## config.mk

```make
export PLATFORM = sky130hd
export DESIGN_NAME = timer_counter_flat
export DESIGN_NICKNAME = d
export VERILOG_FILES = /design/src/rtl/timer_counter_pkg.sv /design/src/rtl/timer_counter_if.sv /design/src/rtl/timer_counter.sv /design/src/flat_wrapper.sv
export SDC_FILE = /design/constraint.sdc
export NUM_CORES = 1
export LEC_CHECK = 0
export ABC_AREA = 1
export BUFFER_PORTS_ARGS = -buffer_cell sky130_fd_sc_hd__buf_4
export CORE_MARGIN = 4
export CORE_UTILIZATION = 40
export CTS_CLUSTER_SIZE = 24
export DETAILED_ROUTE_END_ITERATION = 10
export HOLD_SLACK_MARGIN = 0.03
export PLACE_DENSITY_LB_ADDON = 0.2
export SLEW_MARGIN = 20
export SYNTH_ARGS = -nofsm -noshare
export SYNTH_HDL_FRONTEND = slang
export SYNTH_SLANG_ARGS = --single-unit
export TNS_END_PERCENT = 20
```

## constraint.sdc

```tcl
create_clock -name clk -period 2.3 [get_ports clk]
set_input_delay 0.69 -clock clk [delete_from_list [all_inputs] [get_ports clk]]
set_output_delay 0.69 -clock clk [all_outputs]
set_load 0.005 [all_outputs]
```

## src/rtl/timer_counter_pkg.sv

```systemverilog
// ============================================================================
// Module      : timer_counter_pkg
// Description : Register map, CTRL bit positions, mode codes and FSM encoding
//               shared by the programmable down-counting timer.
// Revision    : 1.0 - initial release
// ============================================================================
`default_nettype none

package timer_counter_pkg;

    localparam int c_addr_w = 2;
    localparam int c_data_w = 32;
    localparam int c_we_w   = 4;

    localparam logic [1:0] c_addr_ctrl   = 2'd0;
    localparam logic [1:0] c_addr_preset = 2'd1;
    localparam logic [1:0] c_addr_count  = 2'd2;

    localparam int c_bit_en      = 0;
    localparam int c_bit_mode_lo = 1;
    localparam int c_bit_mode_hi = 2;
    localparam int c_bit_im      = 3;

    localparam logic [1:0] c_mode_oneshot = 2'b00;
    localparam logic [1:0] c_mode_reload  = 2'b01;

    typedef enum logic [1:0] {
        ST_IDLE = 2'd0,
        ST_LOAD = 2'd1,
        ST_CNT  = 2'd2,
        ST_INT  = 2'd3
    } state_t;

endpackage

`default_nettype wire

```

## src/rtl/timer_counter_if.sv

```systemverilog
// ============================================================================
// Module      : timer_counter_if
// Description : Word-addressed register bus between the CPU bridge and timer.
// Revision    : 1.0 - initial release
// ============================================================================
`default_nettype none

interface timer_counter_if;
    import timer_counter_pkg::*;

    logic [c_addr_w-1:0] addr;
    logic [c_we_w-1:0]   we;
    logic [c_data_w-1:0] wdata;
    logic [c_data_w-1:0] rdata;

    modport master (output addr, we, wdata, input  rdata);
    modport slave  (input  addr, we, wdata, output rdata);

endinterface

`default_nettype wire

```

## src/rtl/timer_counter.sv

```systemverilog
// ============================================================================
// Module      : timer_counter
// Description : Memory-mapped down-counting timer with one-shot and
//               auto-reload modes and a maskable interrupt.
// Revision    : 1.0 - initial release
// ============================================================================
`default_nettype none

module timer_counter
    import timer_counter_pkg::*;
#(
    parameter logic [31:0] CTRL_WMASK = 32'h0000_000F,
    parameter logic [31:0] RST_PRESET = 32'h0000_0000
) (
    input  wire            clk,
    input  wire            reset,
    timer_counter_if.slave bus,
    output logic           irq
);

    state_t      r_state;
    state_t      w_state_nxt;
    logic [31:0] r_ctrl;
    logic [31:0] r_preset;
    logic [31:0] r_count;
    logic        r_irq_flag;
    logic [31:0] w_ctrl_nxt;
    logic [31:0] w_preset_nxt;
    logic [31:0] w_count_nxt;
    logic        w_flag_nxt;
    logic        w_wr_ctrl;
    logic        w_wr_preset;
    logic        w_en;
    logic        w_reload;

    function automatic logic [31:0] merge_lanes(input logic [31:0] old_v,
                                                input logic [31:0] new_v,
                                                input logic [3:0]  lanes);
        logic [31:0] res;
        res = old_v;
        for (int i = 0; i < 4; i++) begin
            if (lanes[i]) res[i*8 +: 8] = new_v[i*8 +: 8];
        end
        return res;
    endfunction

    always_comb begin
        w_wr_ctrl    = (bus.addr == c_addr_ctrl)   && (bus.we != 4'b0000);
        w_wr_preset  = (bus.addr == c_addr_preset) && (bus.we != 4'b0000);
        w_en         = r_ctrl[c_bit_en];
        // Reserved mode codes 1x fall back to one-shot behaviour.
        w_reload     = (r_ctrl[c_bit_mode_hi:c_bit_mode_lo] == c_mode_reload);
        w_state_nxt  = r_state;
        w_count_nxt  = r_count;
        w_flag_nxt   = r_irq_flag;
        w_ctrl_nxt   = r_ctrl;
        w_preset_nxt = w_wr_preset ? merge_lanes(r_preset, bus.wdata, bus.we) : r_preset;

        case (r_state)
            ST_IDLE: begin
                if (w_en) w_state_nxt = ST_LOAD;
            end
            ST_LOAD: begin
                w_count_nxt = r_preset;
                w_state_nxt = w_en ? ST_CNT : ST_IDLE;
            end
            ST_CNT: begin
                if (!w_en) begin
                    w_state_nxt = ST_IDLE;
                end else if (r_count > 32'd1) begin
                    w_count_nxt = r_count - 32'd1;
                end else begin
                    w_count_nxt = 32'd0;
                    w_flag_nxt  = 1'b1;
                    w_state_nxt = ST_INT;
                end
            end
            ST_INT: begin
                if (w_reload) begin
                    w_flag_nxt  = 1'b0;
                    w_state_nxt = w_en ? ST_LOAD : ST_IDLE;
                end else begin
                    w_ctrl_nxt[c_bit_en] = 1'b0;
                    w_state_nxt          = ST_IDLE;
                end
            end
            default: w_state_nxt = ST_IDLE;
        endcase

        // A CPU write to CTRL overrides any hardware update in the same cycle.
        if (w_wr_ctrl) begin
            w_ctrl_nxt = merge_lanes(r_ctrl, bus.wdata, bus.we) & CTRL_WMASK;
            w_flag_nxt = 1'b0;
        end
    end

    always_ff @(posedge clk) begin
        if (reset) begin
            r_state    <= ST_IDLE;
            r_ctrl     <= 32'd0;
            r_preset   <= RST_PRESET;
            r_count    <= 32'd0;
            r_irq_flag <= 1'b0;
        end else begin
            r_state    <= w_state_nxt;
            r_ctrl     <= w_ctrl_nxt;
            r_preset   <= w_preset_nxt;
            r_count    <= w_count_nxt;
            r_irq_flag <= w_flag_nxt;
        end
    end

    always_comb begin
        bus.rdata = 32'd0;
        case (bus.addr)
            c_addr_ctrl:   bus.rdata = r_ctrl;
            c_addr_preset: bus.rdata = r_preset;
            c_addr_count:  bus.rdata = r_count;
            default:       bus.rdata = 32'd0;
        endcase
    end

    assign irq = r_irq_flag & r_ctrl[c_bit_im];

endmodule

`default_nettype wire

```

## src/flat_wrapper.sv

```systemverilog
// flat-port wrapper written by rule: the top's interface ports become plain ports
module timer_counter_flat import timer_counter_pkg::*;
#(
    parameter logic [31:0] CTRL_WMASK = 32'h0000_000F,
    parameter logic [31:0] RST_PRESET = 32'h0000_0000
)
  (clk, reset, irq, bus_addr, bus_we, bus_wdata, bus_rdata);
  timer_counter_if bus_i ();
  input  wire clk;
  input  wire reset;
  output logic irq;
  input wire logic [$bits(bus_i.addr)-1:0] bus_addr;
  input wire logic [$bits(bus_i.we)-1:0] bus_we;
  input wire logic [$bits(bus_i.wdata)-1:0] bus_wdata;
  output wire logic [$bits(bus_i.rdata)-1:0] bus_rdata;
  assign bus_i.addr = bus_addr;
  assign bus_i.we = bus_we;
  assign bus_i.wdata = bus_wdata;
  assign bus_rdata = bus_i.rdata;
  timer_counter #(.CTRL_WMASK(CTRL_WMASK), .RST_PRESET(RST_PRESET)) u_core (.clk(clk), .reset(reset), .bus(bus_i), .irq(irq));
endmodule
```

# [Yosys cells after proc, flatten, opt, wreduce, memory -nomap -nowiden]
# Index checks and enable logic that the tools add are counted.
[word_totals] ff_bits=71 inputBits=40 output_inout_bits=33 word_cells=62
[classes] addsub=1 order_cmp=1 eq_ne=13 n_mux=19 n_bitwise=1 reduce_logical=18
[op_table] operator="$pmux 32 s3" n=1
[op_table] operator="$mux 32" n=2
[op_table] operator="$pmux 32 s2" n=1
[op_table] operator="$gt 32x1->1 const B" n=1
[op_table] operator="$sub 32x1->32 const B" n=1
[op_table] operator="$reduce_and 2->1" n=7
[op_table] operator="$mux 2" n=5
[op_table] operator="$mux 1" n=8
[op_table] operator="$ne 2x1->1 const B" n=4
[op_table] operator="$pmux 2 s4" n=1
[op_table] operator="$eq 2x1->1 const B" n=3
[op_table] operator="$eq 2x2->1 const B" n=3
[op_table] operator="$reduce_bool 2->1" n=3
[op_table] operator="$logic_not 2->1" n=2
[op_table] operator="$ne 2x2->1 const B" n=2
[op_table] operator="$reduce_and 4->1" n=1
[op_table] operator="$reduce_bool 4->1" n=1
[op_table] operator="$ne 3x3->1 const B" n=1
[op_table] operator="$reduce_and 3->1" n=1
[op_table] operator="$logic_and 1x1->1" n=2
[op_table] operator="$pmux 1 s2" n=1
[op_table] operator="$reduce_or 2->1" n=1
[op_table] operator="$and 1x1->1" n=1

# [Depth between registers and ports, before layout]
# Gate-level depths: netlist of run 1.
[depth] word_depth=4 depth_mapped=11 depth_no_buf=11

# [Worst setup path after synthesis of run 1]
# No wires, ideal clock.
[synth_timing] path_kind="input to output" start="input bus_addr[1]" end="output bus_rdata[0]" t_arrival_ps=1480 required_time_ps=1610 setup_slack_ps=130 path_stages=5 path_buffers=2 path_cell_list="inv_1 > or2_2 > clkbuf_1 > clkbuf_1 > o221ai_1"
[synth_between] elab_chain_len=2 word_cells_on_any_way=4 cone_classes="2 x eq/ne; 1 x mux; 1 x reduce/logical"
[synth_lines] element="start, declared" line_no="flat_wrapper.sv:12" text="input wire logic [$bits(bus_i.addr)-1:0] bus_addr;"
[synth_lines] element="$eq 2x2->1 (tied with other cells)" line_no="timer_counter.sv:115" text="case (bus.addr)"
[synth_lines] element="$pmux 32 s3 (*)" line_no="timer_counter.sv:115"
[synth_lines] element="end, declared" line_no="flat_wrapper.sv:15" text="output wire logic [$bits(bus_i.rdata)-1:0] bus_rdata;"
# Every way passes the cells marked *; elsewhere a longest branch is shown, timed or not.

# [Worst setup path after layout of run 1]
[layout_timing] start="input bus_addr[0]" end="output bus_rdata[0]"
# Same word-level chain as after synthesis.

==> results of run 1 <==
layout make-up:
class,count,area (sq um)
Sequential cell,71,1420
Clock buffer,12,145
Clock inverter,4,45.0
Timing Repair Buffer,85,688
Multi-Input combinational cell,428,2260
Tap cell,136,170
Fill cell,1058,5160
Inverter,115,432
per-layer routing:
metal	vias up	share of wire [%]	GRT usage [%]
met2	92	46	31.8
met5	-	0	0
met3	17	4.8	4.75
met4	0	1.6	5.84
li1	2222	-	-
met1	1990	48	26.1
where the power goes:
group | leakage [nW] | internal [mW] | switching [mW]
logic | 1.65 | 0.231 | 0.377
registers | 0.577 | 1.27 | 0.0255
clock network | 0.100 | 0.526 | 0.495
total | 2.33 | 2.03 | 0.898
logic make-up after synthesis:
logic type,Yosys count,share of synthesized area (%)
buffers and inverters,145,13.5
adder cells (fa/ha/maj),2,0.588
XOR/XNOR,14,2.88
AND/OR/NAND/NOR,202,21.7
AO/OA/AOI/OAI,210,27.9
flip-flops,71,33.4
sequential cells by signal, summed over array words and instances, names as in the netlist:
signal,count
u_core.r_count,32
u_core.r_ctrl,4
u_core.r_irq_flag,1
u_core.r_preset,32
u_core.r_state,2
cell usage in the layout, fill, tap and decap left out, drive strengths merged:
master	count
nand3	27
clkbuf	12
dfxtp	71
o22ai	28
ha	2
and2	1
o21ba	1
o221ai	4
a21oi	69
xor2	14
o21ai	104
nand2	94
a211oi	3
inv	108
nand4	6
o211ai	1
buf	85
bufinv	1
nor3	1
or2	1
clkinv	10
nor2	72
what timing repair did:
item / 4_1_cts / 5_1_grt
cloned: 0 / 0
gates resized for setup: 1 / 1
endpoints found under the setup margin: 22 / 5
hold buffers: 0 / 0
per-stage QoR:
step | cell area (sq um) | setup WS, ps | hold slack [ps] | std cells | TNS (ps)
4_1_cts | 5160 | 34.3 | 478 | 851 | 0
2_1_floorplan | 4260 | 130 | 437 | 644 | 0
6_report | 5170 | 44.7 | 477 | 851 | 0
3_5_place_dp | 4970 | -56.9 | 465 | 835 | -372
3_3_place_gp | 4970 | -40.5 | 461 | 835 | -40.5
5_1_grt | 5170 | -4.29 | 496 | 851 | -11.1
worst register-to-register path, cell delays in order, from the launching register on:
cell	delay, ps
sky130_fd_sc_hd__dfxtp_1	380
sky130_fd_sc_hd__inv_2	80
sky130_fd_sc_hd__ha_1	260
sky130_fd_sc_hd__nand2_1	170
sky130_fd_sc_hd__nor2_4	90
sky130_fd_sc_hd__nand2_4	100
sky130_fd_sc_hd__nand2_2	70
sky130_fd_sc_hd__a21oi_4	130
sky130_fd_sc_hd__buf_4	290
sky130_fd_sc_hd__o21ai_0	140
sky130_fd_sc_hd__a21oi_1	140
worst max path at each step:
stage                            from             to  slack, ps
after global placement    bus_addr[0]  bus_rdata[30]        -40
after detailed placement  bus_addr[0]  bus_rdata[30]        -60
after global routing      bus_addr[0]   bus_rdata[3]         -4
final                     bus_addr[0]   bus_rdata[0]         40
after floorplan           bus_addr[1]   bus_rdata[0]        130
after CTS                 bus_addr[0]   bus_rdata[1]         30
==> impl_metrics.csv, run 1 <==
group,metric,value,unit
run_status,status,"completed",
floorplanning,dieArea,0.0124,sq mm
worst_setup_path,r2r_start,"u_core.r_count[0]",
pwr,finalPower,2.93,mW
placement,placement.io_buffers,72,
worst_setup_path,critical_path_class,"in -> out",
cts,cts_num_sinks,71,
min_path,hold_end,"u_core.r_preset[9]",
cts,cts_made_buffers,9,
cts,post_cts_buffers,0,
sta,final_hold_viol_count,0,
worst_setup_path,critPathMaxStageDelay,210,ps
min_path,worstHoldPathType,"reg -> reg",
floorplanning,pin_count,73,
global_routing,grt_usage,19.7,%
floorplanning,die_height,111,microns
synth,synth_enable_flop_cells,0,
global_routing,grt_max_degree,41,
floorplanning,core_area,0.0103,sq mm
routing,route.final.wire_length,11.8,mm
placement,finalWeightedCongestion,0.845,
routing,dr_vias,4321,
synth,syn-instance-count,644,
routing,drt_pre_antenna_iters,6,
sta,worstMarginPinSlew,462,ps
finish,antenna_cells,0,
sta,fmax,0.443,GHz
worst_setup_path,worst_setup_path_end_kind,"output pin",
cts,max-clock-path-buffers,2,
floorplanning,die_w,111,microns
worst_setup_path,crit_chain,"buf_4 -> buf_4 -> nand2_1 -> buf_12 -> o221ai_1 -> buf_4",
min_path,min_from,"u_core.r_preset[9]",
worst_setup_path,cp.required,1610,ps
global_routing,grt_antenna_before_repair,0,
sta,timing.final.max_slew_violations,0,
synth,most_repeated_cell_in_the_gate_level_netlist_after_synthesis,"sky130_fd_sc_hd__inv_1",
floorplanning,fp-row-count,37,
synth,synth_async_sr_flop_share,0,%
synth,synthDistinctLibCells,35,
cts,cts-htree-levels,3,
worst_setup_path,reg2reg_setup_slack,410,ps
sta,setup_violations,0,
synth,synth.top_cells.by_area,"sky130_fd_sc_hd__dfxtp_1, sky130_fd_sc_hd__o21ai_0, sky130_fd_sc_hd__inv_1",
global_routing,grt_first_pass_wirelength,20.2,mm
run,cap_violations,0,
routing,drc_errors,0,
finish,finalCoreUtilization,50.0,%
global_routing,first_global_vias,4178,
routing,drt-vias-per-instance,5.08,
floorplanning,initial_utilization,41.2,%
finish,nets,752,
pwr,p_leak,2.33,nW
worst_setup_path,crit_path_max_fanout,33,
finish,flow.area_growth_from_synthesis,21.4,%
worst_setup_path,r2r_end,"u_core.r_count[2]",
sta,final_min_period_over_clock_period,98.1,%
worst_setup_path,critical_path.top_delay_family,"buffers and inverters",
routing,postRouteAntennaNets,0,
synth,number_of_flip_flops_and_latches_in_the_synthesized_netlist,71,
pwr,power.density_cell_area,567,mW/mm^2
worst_setup_path,rr_worst_depth,10,
sta,maxSlewHeadroom,69.2,%
global_routing,global_route.overflow_total,0,
synth,synth.net_count,686,
worst_setup_path,critical_path_depth,6,
synth,synthDominantCellAreaShare,33.4,%
synth,synth.avg_cell_area,6.61,sq um
min_path,worstHoldPathCells,2,
cts,cts_tree,"yes",
synth,yosysTopAreaCell,"sky130_fd_sc_hd__dfxtp_1",
worst_setup_path,worst-path-buf-inv,4,
placement,hpwl,8.61,mm
synth,postSynth.topFlopCell,"sky130_fd_sc_hd__dfxtp_1",
routing,drt_iter0_markers,237,
sta,layout_min_cycle_time,2260,ps
cts,clk_transition_reported_paths,80,ps
worst_setup_path,worst_ep_arrival_time,1570,ps
cts,cts_root_buffer,"sky130_fd_sc_hd__clkbuf_8",
cts,clk-insertion-delay-late,370,ps
sta,final.setup_skew,9.45,ps
worst_setup_path,critPathMostFrequentCell,"sky130_fd_sc_hd__buf_4",
synth,synth.top_cells.by_count,"sky130_fd_sc_hd__inv_1, sky130_fd_sc_hd__o21ai_0, sky130_fd_sc_hd__nand2_1",
worst_setup_path,worst_setup_path_start_kind,"primary input",
pwr,max-vdd-ir-drop,0.324,mV
synth,synth.cell_area,0.00426,sq mm
sta,grt_setup_unrepaired,"yes",
routing,detail_route.wl_per_cell,13.8,microns
synth,synthesis.yosys.warnings,0,
synth,yosysSeqAreaShare,33.4,%
worst_setup_path,cp_slowest_cell,"sky130_fd_sc_hd__buf_12",
finish,layout-drive-gt1-share,20.3,%
No activity file was read; power rests on OpenSTA's default activity.
==> run 2, diff against run 1 <==
--- a/config.mk
+++ b/config.mk
@@ -9,10 +9,12 @@
 export BUFFER_PORTS_ARGS = -buffer_cell sky130_fd_sc_hd__buf_4
 export CORE_MARGIN = 4
 export CORE_UTILIZATION = 40
+export CTS_BUF_LIST = sky130_fd_sc_hd__clkbuf_8
 export CTS_CLUSTER_SIZE = 24
 export DETAILED_ROUTE_END_ITERATION = 10
 export HOLD_SLACK_MARGIN = 0.03
 export PLACE_DENSITY_LB_ADDON = 0.2
+export REMOVE_ABC_BUFFERS = 1
 export SLEW_MARGIN = 20
 export SYNTH_ARGS = -nofsm -noshare
 export SYNTH_HDL_FRONTEND = slang
==> impl_metrics.csv, run 2 (synthesis results as in run 1) <==
group,metric,value,unit
min_path,worstHoldPathType,"reg -> reg",
worst_setup_path,worst_setup_path_end_kind,"output pin",
finish,flow.area_growth_from_synthesis,22.9,%
sta,final_hold_viol_count,0,
run_status,failed_checks,"setup timing",
routing,drt-vias-per-instance,5.00,
sta,final.setup_skew,11.5,ps
finish,fillerInstances,1078,
floorplanning,pin_count,73,
sta,worstMarginPinSlew,477,ps
routing,detail_route.wl_per_cell,13.3,microns
finish,finalCoreUtilization,50.7,%
routing,drc_errors,0,
sta,fmax,0.432,GHz
global_routing,grt_first_pass_wirelength,19.1,mm
floorplanning,die_w,111,microns
sta,timing.final.max_slew_violations,0,
floorplanning,initial_utilization,41.2,%
cts,cts_num_sinks,71,
floorplanning,fp-row-count,37,
global_routing,grt_usage,18.6,%
global_routing,grt_max_degree,42,
global_routing,grt_antenna_before_repair,0,
floorplanning,dieArea,0.0124,sq mm
cts,cts_resized,3,
worst_setup_path,crit_path_max_fanout,32,
finish,layout_top_registers,"u_core.r_count x32, u_core.r_preset x32, u_core.r_ctrl x4",
global_routing,first_global_vias,4072,
run_status,status,"finished, violations left",
routing,dr_vias,4254,
finish,final_common_cell,"sky130_fd_sc_hd__inv_1",
finish,fin_area,0.00523,sq mm
worst_setup_path,critical_path_class,"in -> out",
finish,most-common-layout-cells,"sky130_fd_sc_hd__inv_1, sky130_fd_sc_hd__o21ai_0, sky130_fd_sc_hd__nand2_1, sky130_fd_sc_hd__buf_4, sky130_fd_sc_hd__dfxtp_1",
routing,drt_pre_antenna_iters,4,
cts,cts_tree,"yes",
worst_setup_path,worst_ep_arrival_time,1620,ps
sta,setup_slack,-14.3,ps
global_routing,global_route.overflow_total,0,
finish,antenna_cells,0,
placement,finalWeightedCongestion,0.877,
pwr,power.density_cell_area,568,mW/mm^2
sta,grt_setup_unrepaired,"yes",
cts,postCtsHoldBufs,0,
pwr,finalPower,2.97,mW
worst_setup_path,worst_setup_path_start_kind,"primary input",
cts,cts_made_buffers,9,
sta,holdWs,474,ps
sta,final_min_period_over_clock_period,101,%
finish,layout-drive-gt1-share,21.4,%
placement,place.detailed.instances,835,
cts,post_cts_buffers,0,
pwr,p_leak,2.34,nW
cts,cts-htree-levels,3,
placement,placement.cell_area,0.00497,sq mm
routing,drt_iter0_markers,180,
sta,setup_violations,3,
floorplanning,core_area,0.0103,sq mm
worst_setup_path,cp.required,1610,ps
routing,postRouteAntennaNets,0,
finish,nets,752,
sta,layout_min_cycle_time,2310,ps
placement,hpwl,8.18,mm
placement,placement.io_buffers,72,
pwr,max-vdd-ir-drop,0.264,mV
cts,clk_transition_reported_paths,70,ps
cts,max-clock-path-buffers,2,
floorplanning,die_height,111,microns
sta,maxSlewHeadroom,68.1,%
run,cap_violations,0,
cts,cts_root_buffer,"sky130_fd_sc_hd__clkbuf_8",
routing,route.final.wire_length,11.3,mm
cts,clk-insertion-delay-late,370,ps
finish,finalNonFillerCells,851,
## run 2: cell types whose count changed in the layout (fill, tap and decap cells not counted), moves of 2 or more
cell	before	now
sky130_fd_sc_hd__o221ai_2	0	4
sky130_fd_sc_hd__clkbuf_1	2	0
sky130_fd_sc_hd__o22ai_1	28	24
sky130_fd_sc_hd__o221ai_1	4	0
sky130_fd_sc_hd__o22ai_2	0	4
sky130_fd_sc_hd__clkbuf_8	10	12
## run 2: power breakdown
part / internal (mW) / total, mW / switching, mW
Sequential: 1.27 / 1.30 / 0.0249
Clock: 0.583 / 1.07 / 0.488
Combinational: 0.230 / 0.601 / 0.371
Total: 2.09 / 2.97 / 0.883
## run 2: through the flow
step                      setup WS, ps  TNS [ps]
after floorplan                    103         0
after global placement            19.6         0
after detailed placement         -23.8     -23.8
after CTS                        0.176         0
after global routing             -25.2      -204
final                            -14.3     -18.2
## run 2: metal layers
metal | vias up | track usage (%) | wire, microns
met5 | - | 0 | 0
met4 | 0 | 7.62 | 182
met3 | 15 | 3.06 | 585
met2 | 99 | 29.2 | 5130
met1 | 1910 | 25.4 | 5420
li1 | 2230 | - | -
## run 2: critical path: stages
cell	delay, ps
sky130_fd_sc_hd__buf_4	110
sky130_fd_sc_hd__or2_2	310
sky130_fd_sc_hd__buf_12	180
sky130_fd_sc_hd__o22ai_1	160
sky130_fd_sc_hd__buf_4	140
## run 2: area by class of cell
type                    count  area (sq um)  area share, %
multi-input cells         428          2310           44.2
repair buffers             85           688           13.2
inverters                 115           432           8.25
flip-flops and latches     71          1420           27.2
clock inverters             4          43.8          0.837
clock buffers              12           165           3.16
well taps                 136           170           3.25
## run 2: final timing paths
kind / from / end / slack [ps] / cells after the start
setup / recovery: bus_addr[0] / bus_rdata[18] / -10 / 5
hold / removal: u_core.r_preset[4] / u_core.r_preset[4] / 470 / 2
setup reg to reg: u_core.r_count[0] / u_core.r_count[16] / 250 / 10
hold reg to reg: u_core.r_preset[4] / u_core.r_preset[4] / 470 / 2
==> run 3, diff against run 2 <==
==> constraint.sdc (replaced) <==
create_clock -name clk -period 2.1 [get_ports clk]
set_input_delay 0.63 -clock clk [delete_from_list [all_inputs] [get_ports clk]]
set_output_delay 0.63 -clock clk [all_outputs]
set_load 0.005 [all_outputs]
==> impl_metrics.csv, run 3 (synthesis results as in run 1) <==
group,metric,value,unit
sta,fmax,0.469,GHz
routing,postRouteAntennaNets,0,
run,cap_violations,0,
cts,clk-insertion-delay-late,350,ps
run_status,status,"finished, violations left",
routing,drt_pre_antenna_iters,5,
worst_setup_path,worst_setup_path_end_kind,"output pin",
sta,worstMarginPinSlew,337,ps
sta,final_hold_viol_count,0,
floorplanning,die_height,111,microns
cts,postCtsHoldBufs,0,
finish,layout_top_registers,"u_core.r_count x32, u_core.r_preset x32, u_core.r_ctrl x4",
cts,max-clock-path-buffers,2,
finish,most-common-layout-cells,"sky130_fd_sc_hd__inv_1, sky130_fd_sc_hd__o21ai_0, sky130_fd_sc_hd__nand2_1, sky130_fd_sc_hd__buf_4, sky130_fd_sc_hd__dfxtp_1",
cts,clk_transition_reported_paths,80,ps
routing,drt_iter0_markers,257,
pwr,max-vdd-ir-drop,0.246,mV
worst_setup_path,crit_path_max_fanout,8,
placement,place.detailed.instances,838,
floorplanning,die_w,111,microns
finish,final_common_cell,"sky130_fd_sc_hd__inv_1",
finish,flow.area_growth_from_synthesis,31.8,%
placement,placement.io_buffers,72,
run_status,failed_checks,"setup timing",
cts,cts-htree-levels,3,
worst_setup_path,critical_path_class,"in -> out",
placement,hpwl,8.15,mm
sta,setup_slack,-30.0,ps
routing,detail_route.wl_per_cell,15.0,microns
cts,cts_root_buffer,"sky130_fd_sc_hd__clkbuf_8",
global_routing,grt_max_degree,65,
sta,final_min_period_over_clock_period,101,%
sta,grt_setup_unrepaired,"yes",
worst_setup_path,cp.required,1470,ps
global_routing,grt_first_pass_wirelength,19.9,mm
finish,layout-drive-gt1-share,25.9,%
finish,fillerInstances,1008,
finish,finalNonFillerCells,861,
global_routing,grt_usage,19.4,%
routing,dr_vias,4433,
finish,nets,762,
floorplanning,fp-row-count,37,
sta,final.setup_skew,9.07,ps
global_routing,grt_antenna_before_repair,0,
global_routing,first_global_vias,4124,
cts,cts_made_buffers,9,
sta,layout_min_cycle_time,2130,ps
routing,drt-vias-per-instance,5.15,
placement,pre_cts_ws,-105,ps
finish,antenna_cells,0,
worst_setup_path,worst_ep_arrival_time,1500,ps
cts,cts_tree,"yes",
floorplanning,dieArea,0.0124,sq mm
sta,maxSlewHeadroom,77.6,%
min_path,worstHoldPathType,"reg -> reg",
pwr,p_leak,2.45,nW
floorplanning,core_area,0.0103,sq mm
floorplanning,initial_utilization,41.2,%
sta,setup_violations,12,
routing,route.final.wire_length,12.9,mm
routing,drc_errors,0,
finish,multi_input_comb_area,0.00251,sq mm
sta,timing.final.max_slew_violations,0,
floorplanning,pin_count,73,
placement,finalWeightedCongestion,0.882,
finish,reg_area,0.00142,sq mm
cts,cts_num_sinks,71,
worst_setup_path,worst_setup_path_start_kind,"primary input",
pwr,power.density_cell_area,583,mW/mm^2
global_routing,global_route.overflow_total,0,
sta,holdWs,488,ps
-- run 3: worst paths after layout --
path	from	endpoint	slack, ps	cells past startpoint
min reg2reg	u_core.r_ctrl[1]	u_core.r_ctrl[1]	490	2
min	u_core.r_ctrl[1]	u_core.r_ctrl[1]	490	2
max reg2reg	u_core.r_count[0]	u_core.r_count[16]	190	10
max	bus_addr[1]	bus_rdata[1]	-30	6
-- run 3: final cells by class --
cell class / count / share of cell area (%)
Tap cell: 136 / 3.03
Clock buffer: 10 / 2.45
Inverter: 115 / 7.74
Clock inverter: 6 / 0.937
Multi-Input combinational cell: 428 / 44.8
Sequential cell: 71 / 25.3
Timing Repair Buffer: 95 / 15.6
-- run 3: layer usage --
metal / up-vias / wire length (microns) / GRT usage [%]
met5: - / 0 / 0
met4: 0 / 184 / 5.03
met3: 16 / 754 / 4.09
met2: 132 / 6060 / 31.8
met1: 2029 / 5890 / 26.0
li1: 2256 / - / -
-- run 3: timing repair --
| item | 4_1_cts | 5_1_grt |
|---|---|---|
| pin swaps | 2 | 2 |
| hold endpoints to repair | 0 | 0 |
| buffers inserted | 1 | 0 |
| gates cloned | 2 | 4 |
| gates resized for setup | 12 | 40 |
| endpoints found under the setup margin | 32 | 32 |
-- run 3: power by group --
part	internal (mW)	switching, mW	leakage (nW)
Sequential	1.40	0.0286	0.577
Combinational	0.299	0.456	1.77
Clock	0.567	0.525	0.108
Total	2.26	1.01	2.45
-- run 3: stage by stage --
step	TNS, ps	total power [mW]	utilization [%]	area, sq um
global placement	-535	2.10	48.2	4980
CTS	-196	3.23	51.2	5280
finish	-191	3.27	54.3	5610
floorplan	0	1.89	-	4110
detailed placement	-1360	2.11	48.2	4980
global route	-423	3.45	54.3	5610
-- run 3: worst max-delay path: stages --
cell and delay, ps:
sky130_fd_sc_hd__buf_8 80, sky130_fd_sc_hd__inv_4 30, sky130_fd_sc_hd__or2_4 300, sky130_fd_sc_hd__buf_16 180, sky130_fd_sc_hd__o221ai_4 150, sky130_fd_sc_hd__buf_6 120
